<file path="src/rtl/poly_wb_ctrl.sv">
// poly_wb_ctrl: write-back sequencer downstream of the polynomial ALU.
// Captures destination address pairs at issue time in a small FIFO, writes
// the ALU results back to the dual-port coefficient RAM on poly_valid, counts
// retired operations, flags protocol errors and pulses wb_done per batch.
// Optional build macro POLY_WB_REG_OUT_EN: adds one register stage on all
// ram_* outputs (write latency 2) and delays wb_done by one cycle to match.
module poly_wb_ctrl #(
  parameter int unsigned FIFO_DEPTH = 8,
  parameter int unsigned ADDR_W     = 8,
  parameter int unsigned TIMEOUT    = 64
) (
  input  logic              poly_clk,
  input  logic              poly_rst_n,
  input  logic              wb_start,
  input  logic [8:0]        wb_count,
  input  logic [1:0]        wb_we_mask,
  input  logic              issue_en,
  input  logic [ADDR_W-1:0] issue_addr0,
  input  logic [ADDR_W-1:0] issue_addr1,
  input  logic              poly_valid,
  input  logic [23:0]       poly_data_out0,
  input  logic [23:0]       poly_data_out1,
  output logic              ram_we0,
  output logic [ADDR_W-1:0] ram_addr0,
  output logic [23:0]       ram_wdata0,
  output logic              ram_we1,
  output logic [ADDR_W-1:0] ram_addr1,
  output logic [23:0]       ram_wdata1,
  output logic              wb_busy,
  output logic              wb_done,
  output logic              wb_err
);

  localparam int unsigned DATA_W = 24;
  localparam int unsigned CNT_W  = 9;
  localparam int unsigned PTR_W  = $clog2(FIFO_DEPTH) + 1;
  localparam int unsigned IDX_W  = PTR_W - 1;
  localparam int unsigned TMO_W  = $clog2(TIMEOUT + 1);

  typedef enum logic [1:0] {S_IDLE, S_RUN, S_DRAIN} state_e;

  state_e              state_q, state_nx;
  logic [CNT_W-1:0]    count_q, issued_q, retired_q;
  logic [1:0]          mask_q;
  logic [TMO_W-1:0]    tmo_q;
  logic [PTR_W-1:0]    wr_ptr_q, rd_ptr_q;
  logic [2*ADDR_W-1:0] fifo_mem [FIFO_DEPTH];
  logic [2*ADDR_W-1:0] head_c;
  logic                fifo_empty_c, fifo_full_c;
  logic                start_c, push_c, pop_c, err_set_c, done_c, abort_c;
  logic                err_q, busy_q, done_q;
  logic                we0_q, we1_q;
  logic [ADDR_W-1:0]   addr0_q, addr1_q;
  logic [DATA_W-1:0]   wdata0_q, wdata1_q;

  // FIFO status from extended pointers (MSB distinguishes wrap parity)
  assign fifo_empty_c = (wr_ptr_q == rd_ptr_q);
  assign fifo_full_c  = (wr_ptr_q[PTR_W-1] != rd_ptr_q[PTR_W-1]) &&
                        (wr_ptr_q[IDX_W-1:0] == rd_ptr_q[IDX_W-1:0]);
  assign head_c       = fifo_mem[rd_ptr_q[IDX_W-1:0]];

  // State register
  always_ff @(posedge poly_clk or negedge poly_rst_n) begin
    if (!poly_rst_n) state_q <= S_IDLE;
    else             state_q <= state_nx;
  end

  // Next state and per-cycle control decisions
  always_comb begin
    state_nx  = state_q;
    start_c   = 1'b0;
    push_c    = 1'b0;
    pop_c     = 1'b0;
    err_set_c = 1'b0;
    done_c    = 1'b0;
    abort_c   = 1'b0;
    case (state_q)
      S_IDLE: begin
        if (wb_start) begin
          start_c  = 1'b1;
          state_nx = S_RUN;
        end
      end
      S_RUN, S_DRAIN: begin
        pop_c = poly_valid && !fifo_empty_c;
        if (poly_valid && fifo_empty_c) err_set_c = 1'b1;
        if (state_q == S_RUN) begin
          if (issue_en) begin
            if (fifo_full_c && !pop_c) err_set_c = 1'b1;
            else                       push_c    = 1'b1;
          end
          if (push_c && (CNT_W'(issued_q + CNT_W'(1)) == count_q)) state_nx = S_DRAIN;
        end else begin
          if (issue_en) err_set_c = 1'b1;
          if (!poly_valid && (tmo_q == TMO_W'(TIMEOUT - 1))) begin
            abort_c   = 1'b1;
            err_set_c = 1'b1;
            state_nx  = S_IDLE;
          end
        end
        if (pop_c && (CNT_W'(retired_q + CNT_W'(1)) == count_q)) begin
          done_c   = 1'b1;
          state_nx = S_IDLE;
        end
      end
      default: state_nx = S_IDLE;
    endcase
  end

  // Batch bookkeeping: latched config, counters, FIFO pointers, status flags
  always_ff @(posedge poly_clk or negedge poly_rst_n) begin
    if (!poly_rst_n) begin
      count_q   <= '0;
      mask_q    <= '0;
      issued_q  <= '0;
      retired_q <= '0;
      tmo_q     <= '0;
      wr_ptr_q  <= '0;
      rd_ptr_q  <= '0;
      err_q     <= 1'b0;
      busy_q    <= 1'b0;
    end else begin
      if (start_c) begin
        count_q   <= (wb_count == '0) ? CNT_W'(256) : wb_count;
        mask_q    <= wb_we_mask;
        issued_q  <= '0;
        retired_q <= '0;
      end else begin
        if (push_c) issued_q  <= issued_q + CNT_W'(1);
        if (pop_c)  retired_q <= retired_q + CNT_W'(1);
      end
      if ((state_q != S_DRAIN) || poly_valid) tmo_q <= '0;
      else                                    tmo_q <= tmo_q + TMO_W'(1);
      if (push_c) wr_ptr_q <= wr_ptr_q + PTR_W'(1);
      if (start_c || abort_c) rd_ptr_q <= wr_ptr_q;
      else if (pop_c)         rd_ptr_q <= rd_ptr_q + PTR_W'(1);
      if (start_c)        err_q <= 1'b0;
      else if (err_set_c) err_q <= 1'b1;
      busy_q <= (state_nx != S_IDLE);
    end
  end

  // Address-pair storage; contents are don't-care until pushed
  always_ff @(posedge poly_clk) begin
    if (push_c) fifo_mem[wr_ptr_q[IDX_W-1:0]] <= {issue_addr1, issue_addr0};
  end

  // Write-back stage: one cycle after a retire, addr/data hold when idle
  always_ff @(posedge poly_clk or negedge poly_rst_n) begin
    if (!poly_rst_n) begin
      we0_q    <= 1'b0;
      we1_q    <= 1'b0;
      addr0_q  <= '0;
      addr1_q  <= '0;
      wdata0_q <= '0;
      wdata1_q <= '0;
      done_q   <= 1'b0;
    end else begin
      we0_q  <= pop_c && mask_q[0];
      we1_q  <= pop_c && mask_q[1];
      done_q <= done_c;
      if (pop_c && mask_q[0]) begin
        addr0_q  <= head_c[ADDR_W-1:0];
        wdata0_q <= poly_data_out0;
      end
      if (pop_c && mask_q[1]) begin
        addr1_q  <= head_c[2*ADDR_W-1:ADDR_W];
        wdata1_q <= poly_data_out1;
      end
    end
  end

`ifdef POLY_WB_REG_OUT_EN
  logic              we0_r, we1_r, done_r;
  logic [ADDR_W-1:0] addr0_r, addr1_r;
  logic [DATA_W-1:0] wdata0_r, wdata1_r;

  // Extra output stage for timing; done follows to stay aligned with we
  always_ff @(posedge poly_clk or negedge poly_rst_n) begin
    if (!poly_rst_n) begin
      we0_r    <= 1'b0;
      we1_r    <= 1'b0;
      addr0_r  <= '0;
      addr1_r  <= '0;
      wdata0_r <= '0;
      wdata1_r <= '0;
      done_r   <= 1'b0;
    end else begin
      we0_r    <= we0_q;
      we1_r    <= we1_q;
      addr0_r  <= addr0_q;
      addr1_r  <= addr1_q;
      wdata0_r <= wdata0_q;
      wdata1_r <= wdata1_q;
      done_r   <= done_q;
    end
  end

  assign ram_we0    = we0_r;
  assign ram_we1    = we1_r;
  assign ram_addr0  = addr0_r;
  assign ram_addr1  = addr1_r;
  assign ram_wdata0 = wdata0_r;
  assign ram_wdata1 = wdata1_r;
  assign wb_done    = done_r;
`else
  assign ram_we0    = we0_q;
  assign ram_we1    = we1_q;
  assign ram_addr0  = addr0_q;
  assign ram_addr1  = addr1_q;
  assign ram_wdata0 = wdata0_q;
  assign ram_wdata1 = wdata1_q;
  assign wb_done    = done_q;
`endif

  assign wb_busy = busy_q;
  assign wb_err  = err_q;

endmodule

</file>
<file path="config.mk">
export PLATFORM = sky130hd
export DESIGN_NAME = poly_wb_ctrl
export DESIGN_NICKNAME = d
export VERILOG_FILES = /design/src/rtl/poly_wb_ctrl.sv
export SDC_FILE = /design/constraint.sdc
export NUM_CORES = 1
export LEC_CHECK = 0
export CAP_MARGIN = 25
export CORE_UTILIZATION = 50
export DETAILED_ROUTE_END_ITERATION = 8
export PLACE_DENSITY = 0.74
export SETUP_SLACK_MARGIN = 0.1
export SYNTH_ARGS = -nofsm -noshare
export SYNTH_HDL_FRONTEND = slang
export SYNTH_SLANG_ARGS = --single-unit
</file>
<file path="constraint.sdc">
create_clock -name poly_clk -period 8.6 [get_ports poly_clk]
set_input_delay 1.72 -clock poly_clk [delete_from_list [all_inputs] [get_ports poly_clk]]
set_output_delay 1.72 -clock poly_clk [all_outputs]
set_load 0.01 [all_outputs]
</file>
After elaboration in Yosys (flattened, before gate mapping) --
Memories as Yosys holds them, arrays and structs flattened. Cells that the tools add are included.
Storage, ports and cells: register bits after elaboration 115, bits in latches 0, bits in writable memories 128, bits in read-only memories 0, bits of input ports 80, output and inout bits 69, word-level logic and storage cells 93, memories 1
Operators by class: add/sub/neg operators 5, multipliers 0, div/mod/pow operators 0, $lt $le $gt $ge 0, equality and inequality tests 9, shift operators 0, mux-type cells 39, bitwise logic cells 0, reduce and logical (&&, ||, !) cells 22
Memory list:
- fifo_mem | words 8, width 16, read ports 1, clocked after memory_dff 0, wr ports 1, line 47 | logic [2*ADDR_W-1:0] fifo_mem [FIFO_DEPTH];
Operator list (count):
- $mux W9 | 5
- $mux W1 | 25
- $add A9 B1 Y9 const B | 2
- $eq A9 B9 Y1 | 2
- $mux W2 | 5
- $reduce_bool A2 Y1 | 5
- $logic_and A1 B1 Y1 | 9
- $logic_not A9 Y1 | 1
- $add A4 B1 Y4 const B | 2
- $mux W4 | 2
- $add A7 B1 Y7 const B | 1
- $eq A7 B6 Y1 const B | 1
- $mux W7 | 1
- $eq A4 B4 Y1 | 1
- $pmux W2 S2 | 1
- $eq A3 B3 Y1 | 1
- $logic_not A1 Y1 | 3
- $eq A2 B1 Y1 const B | 1
- $eq A2 B2 Y1 const B | 1
- $logic_not A2 Y1 | 1
- $logic_or A1 B1 Y1 | 2
- $ne A2 B2 Y1 const B | 1
- $reduce_or A2 Y1 | 1
- $ne A1 B1 Y1 | 1

Depth between registers and ports, before layout --
word-level depth 15, depth in mapped cells 9

Worst setup path after synthesis --
No wires, ideal clock.
path type input to register, from in issue_en, to mem fifo_mem[2][0] in the netlist's numbering, enable pin, arrival time 3392 ps, slack 4795 ps, stages 4, path through nand2_1 -> a31oi_4 -> nand2b_1 -> nor3b_1
Between the ends: word-level cells in the longest chain between the ends 7
Ends and longest elaborated chain:
- from (decl) | line 17 | input logic issue_en,
- $mux W1 | line 88 | if (issue_en) begin
- $mux W1 | line 87 | if (state_q == S_RUN) begin
- $mux W1 | line 77 | case (state_q)
- $mux W1 | line 87
- $mux W1 | line 77
- $mux W1 | line 145 | if (push_c) fifo_mem[wr_ptr_q[IDX_W-1:0]] <= {issue_addr1, issue_addr0};
- $mux W1 (not written as such) | line 145
- to (decl) | line 47
No other way between the ends. The select of a mux whose other input is x is not followed.

Worst setup path after layout --
from in poly_valid, to mem fifo_mem[4][7] in the netlist's numbering, enable pin
Between the ends: word-level cells in the longest chain between the ends 11
Ends and longest elaborated chain:
- from (decl) | line 20 | input logic poly_valid,
- $logic_and A1 B1 Y1 | line 85 | pop_c = poly_valid && !fifo_empty_c;
- $logic_not A1 Y1 | line 89 | if (fifo_full_c && !pop_c) err_set_c = 1'b1;
- $logic_and A1 B1 Y1 | line 89
- $mux W1 | line 89
- $mux W1 | line 88
- $mux W1 | line 87
- $mux W1 | line 77
- $mux W1 | line 87
- $mux W1 | line 77
- $mux W1 | line 145
- $mux W1 (not written as such) | line 145
No other way between the ends. The select of a mux whose other input is x is not followed.

==> results.json <==
{
  "die_w_um": 146.3,
  "track_usage_pct": 19.90,
  "htree_levels": 1,
  "crit_required_ns": 8.80,
  "dr.pass1.iters": 4,
  "ys_seq_area_share_pct": 64.52,
  "tightest_slew_ns": 0.9844,
  "clock_path_buffers": 3,
  "crit_path_end_kind": "flop",
  "rows": 52,
  "crit_arrival_ns": 4.06,
  "synth-edff-count": 128,
  "leakagePower_nw": 4.961,
  "finClkSkew_ns": 0.01381,
  "dp_hpwl_um": 13630,
  "clock-root-buffer": "clkbuf_16",
  "vias": 5936,
  "diodes": 0,
  "setup-tns-final_ns": 0,
  "ios": 149,
  "cp-start-kind": "primary input",
  "fillCellCount": 1462,
  "dieArea_um2": 21420,
  "final_nets": 890,
  "hold_violations": 0,
  "cts_made_buffers": 25,
  "syn_area_per_cell_um2": 16.00,
  "viasPerCell": 5.451,
  "routedWlPerCell_um": 18.97,
  "grt_start_max_net_pins": 73,
  "fp.dieH_um": 146.3,
  "fmax_mhz": 259.1,
  "cts_tree": "built",
  "numClockSinks": 243,
  "setup_violations": 0,
  "fin_cells": 1089,
  "grt_pass1_wl_um": 33540,
  "cts_setup_buffers": 0,
  "grt_pass1_vias": 6257,
  "maxCapViolations": 0,
  "syn_area_um2": 10420,
  "fin_crit_ns": 3.860,
  "io_buffers": 148,
  "start_util_pct": 51.32,
  "antenna_found_initial": 0,
  "async_flop_share_pct": 47.33,
  "dp.cells": 1044,
  "ant_nets": 0,
  "path_clk_slew_ns": 0.06,
  "overflow": 0,
  "first_iter_violations": 233,
  "yosysUniqueCellTypes": 62,
  "clkLatencyLatePin_ns": 0.51,
  "pwr_density_cell_nw_per_um2": 327.0,
  "area_growth_pct": 22.75,
  "remaining_drc_errors": 0,
  "ys.flop_type": "edfxtp_1",
  "peakVddDrop_mv": 0.2021,
  "wl_um": 20650,
  "gp_congestion": 0.8481,
  "fin_crit_sh_pct": 44.89,
  "syn_nets": 740,
  "drive_above_1_share_pct": 18.07,
  "crit_fanout": 16,
  "critical_path_class": "primary input to flop",
  "core_area_um2": 20300,
  "slew_headroom_pct": 34.31,
  "hold_class": "flop to flop",
  "ys_seq_elements": 243,
  "synthCells": 651,
  "final-max-slew-violation-count": 0,
  "rsz0062_at_grt": "no",
  "yosysWarningCount": 0,
  "ctsResizeCount": 0,
  "status": "complete, no violations",
  "cts_hold_buf": 0
}
## layer usage
layer  track usage [%]  share of wire (%)  vias up
met5                 0                  0        -
met4             4.583                1.5        0
met3             3.281                4.9       29
met2             33.67                 50      180
met1             27.10                 44     3006
li1                  -                  -     2721
## worst paths after layout
kind | cells after the start | end | slack, ns | from
setup / recovery | 6 | fifo_mem[4][7] | 4.74 | poly_valid
hold / removal | 2 | ram_addr0[0] | 0.49 | ram_addr0[0]
setup reg to reg | 7 | fifo_mem[4][7] | 5.45 | rd_ptr_q[1]
hold reg to reg | 2 | ram_addr0[0] | 0.49 | ram_addr0[0]
max in group asynchronous | 2 | rd_ptr_q[0] | 6.03 | poly_rst_n
min in group asynchronous | 1 | count_q[7] | 1.22 | poly_rst_n
## power by group
part | leakage (nW) | switching, W | internal [W]
clock network | 0.353 | 0.000413 | 0.000540
logic | 2.03 | 0.000656 | 0.000847
registers | 2.58 | 0.000207 | 0.00152
## registers in the layout, summed over array words and instances, names as in the netlist, 4 cells and up
| register | cells |
|---|---|
| rd_ptr_q | 4 |
| issued_q | 9 |
| ram_addr0 | 8 |
| ram_wdata0 | 24 |
| retired_q | 9 |
| fifo_mem | 128 |
| ram_wdata1 | 24 |
| wr_ptr_q | 4 |
| tmo_q | 7 |
| ram_addr1 | 8 |
| count_q | 9 |
## cell usage in the layout, fill, tap and decap left out, types with 19 or more instances in the layout
cell             netlist  layout
clkbuf_16              0      25
clkdlybuf4s50_1        0     147
dfrtp_1              115     114
edfxtp_1             128     128
mux2_4                40      40
mux2i_1               19      19
mux4_2                32      32
nand2_1               37      37
nor2_1                39      38
o21ai_0               23      23
xor2_1                29      29
## cell type report
| type | instances | area, µm² | area share (%) |
|---|---|---|---|
| clock buffer | 32 | 661.9 | 5.176 |
| multi-input combinational | 361 | 3401 | 26.59 |
| sequential | 243 | 6723 | 52.57 |
| tap | 270 | 337.8 | 2.642 |
| inverter | 10 | 37.54 | 0.2935 |
| timing repair buffer | 160 | 1569 | 12.27 |
| clock inverter | 13 | 57.56 | 0.4501 |
## logic make-up (layout without fill, tap and decap cells)
kind of cell | Yosys count | count (layout) | share of synthesized area [%]
AO/OA/AOI/OAI | 57 | 57 | 3.892
XOR/XNOR | 47 | 47 | 3.951
adder cells (fa/ha/maj) | 9 | 9 | 1.081
buffers and inverters | 47 | 215 | 3.147
flip-flops | 243 | 243 | 64.52
multiplexers | 110 | 110 | 16.56
AND/OR/NAND/NOR | 138 | 138 | 6.846
## cell usage after synthesis (2+ instances only)
cell	count	area share (%)
nor4_1	2	0.12
clkbuf_1	7	0.25
nor4b_1	2	0.17
and3_1	9	0.54
mux2_4	40	5.8
buf_6	5	0.54
nand4_1	9	0.54
nand3_1	9	0.43
nor3_1	8	0.38
a221oi_1	2	0.17
nor2_1	39	1.4
edfxtp_1	128	37
o41a_1	2	0.22
a21oi_1	10	0.48
and2_1	3	0.18
nor3b_1	5	0.36
buf_4	6	0.43
o31ai_1	2	0.14
o21ai_0	23	1.1
xnor2_1	18	1.5
mux2i_1	19	1.8
inv_1	10	0.36
mux2_2	13	1.4
xor2_1	29	2.4
buf_2	12	0.58
nand2_1	37	1.3
mux4_2	32	6.9
or3_1	4	0.24
buf_12	4	0.77
dfrtp_1	115	28
mux2_1	6	0.65
ha_1	9	1.1
a31oi_1	2	0.12
nand2_8	2	0.38
## per-stage QoR
step	hold slack [ns]	power, W	utilization (%)	worst slack, ns	cell area (µm²)
after floorplan	0.4329	0.002700	-	4.795	10420
after global placement	0.4504	0.003209	59.45	4.319	12070
after detailed placement	0.4773	0.003259	59.45	4.219	12070
after CTS	0.4920	0.004225	62.99	4.744	12790
after global routing	0.5115	0.004402	62.99	4.576	12790
final	0.4859	0.004181	62.99	4.740	12790
## critical path: stages
cell and delay [ns]:
clkdlybuf4s50_1 0.54, inv_1 0.11, a31oi_4 0.46, nand2b_1 0.27, nor3b_2 0.64, buf_4 0.31
Note: power is estimated with default switching activity, not from simulation.
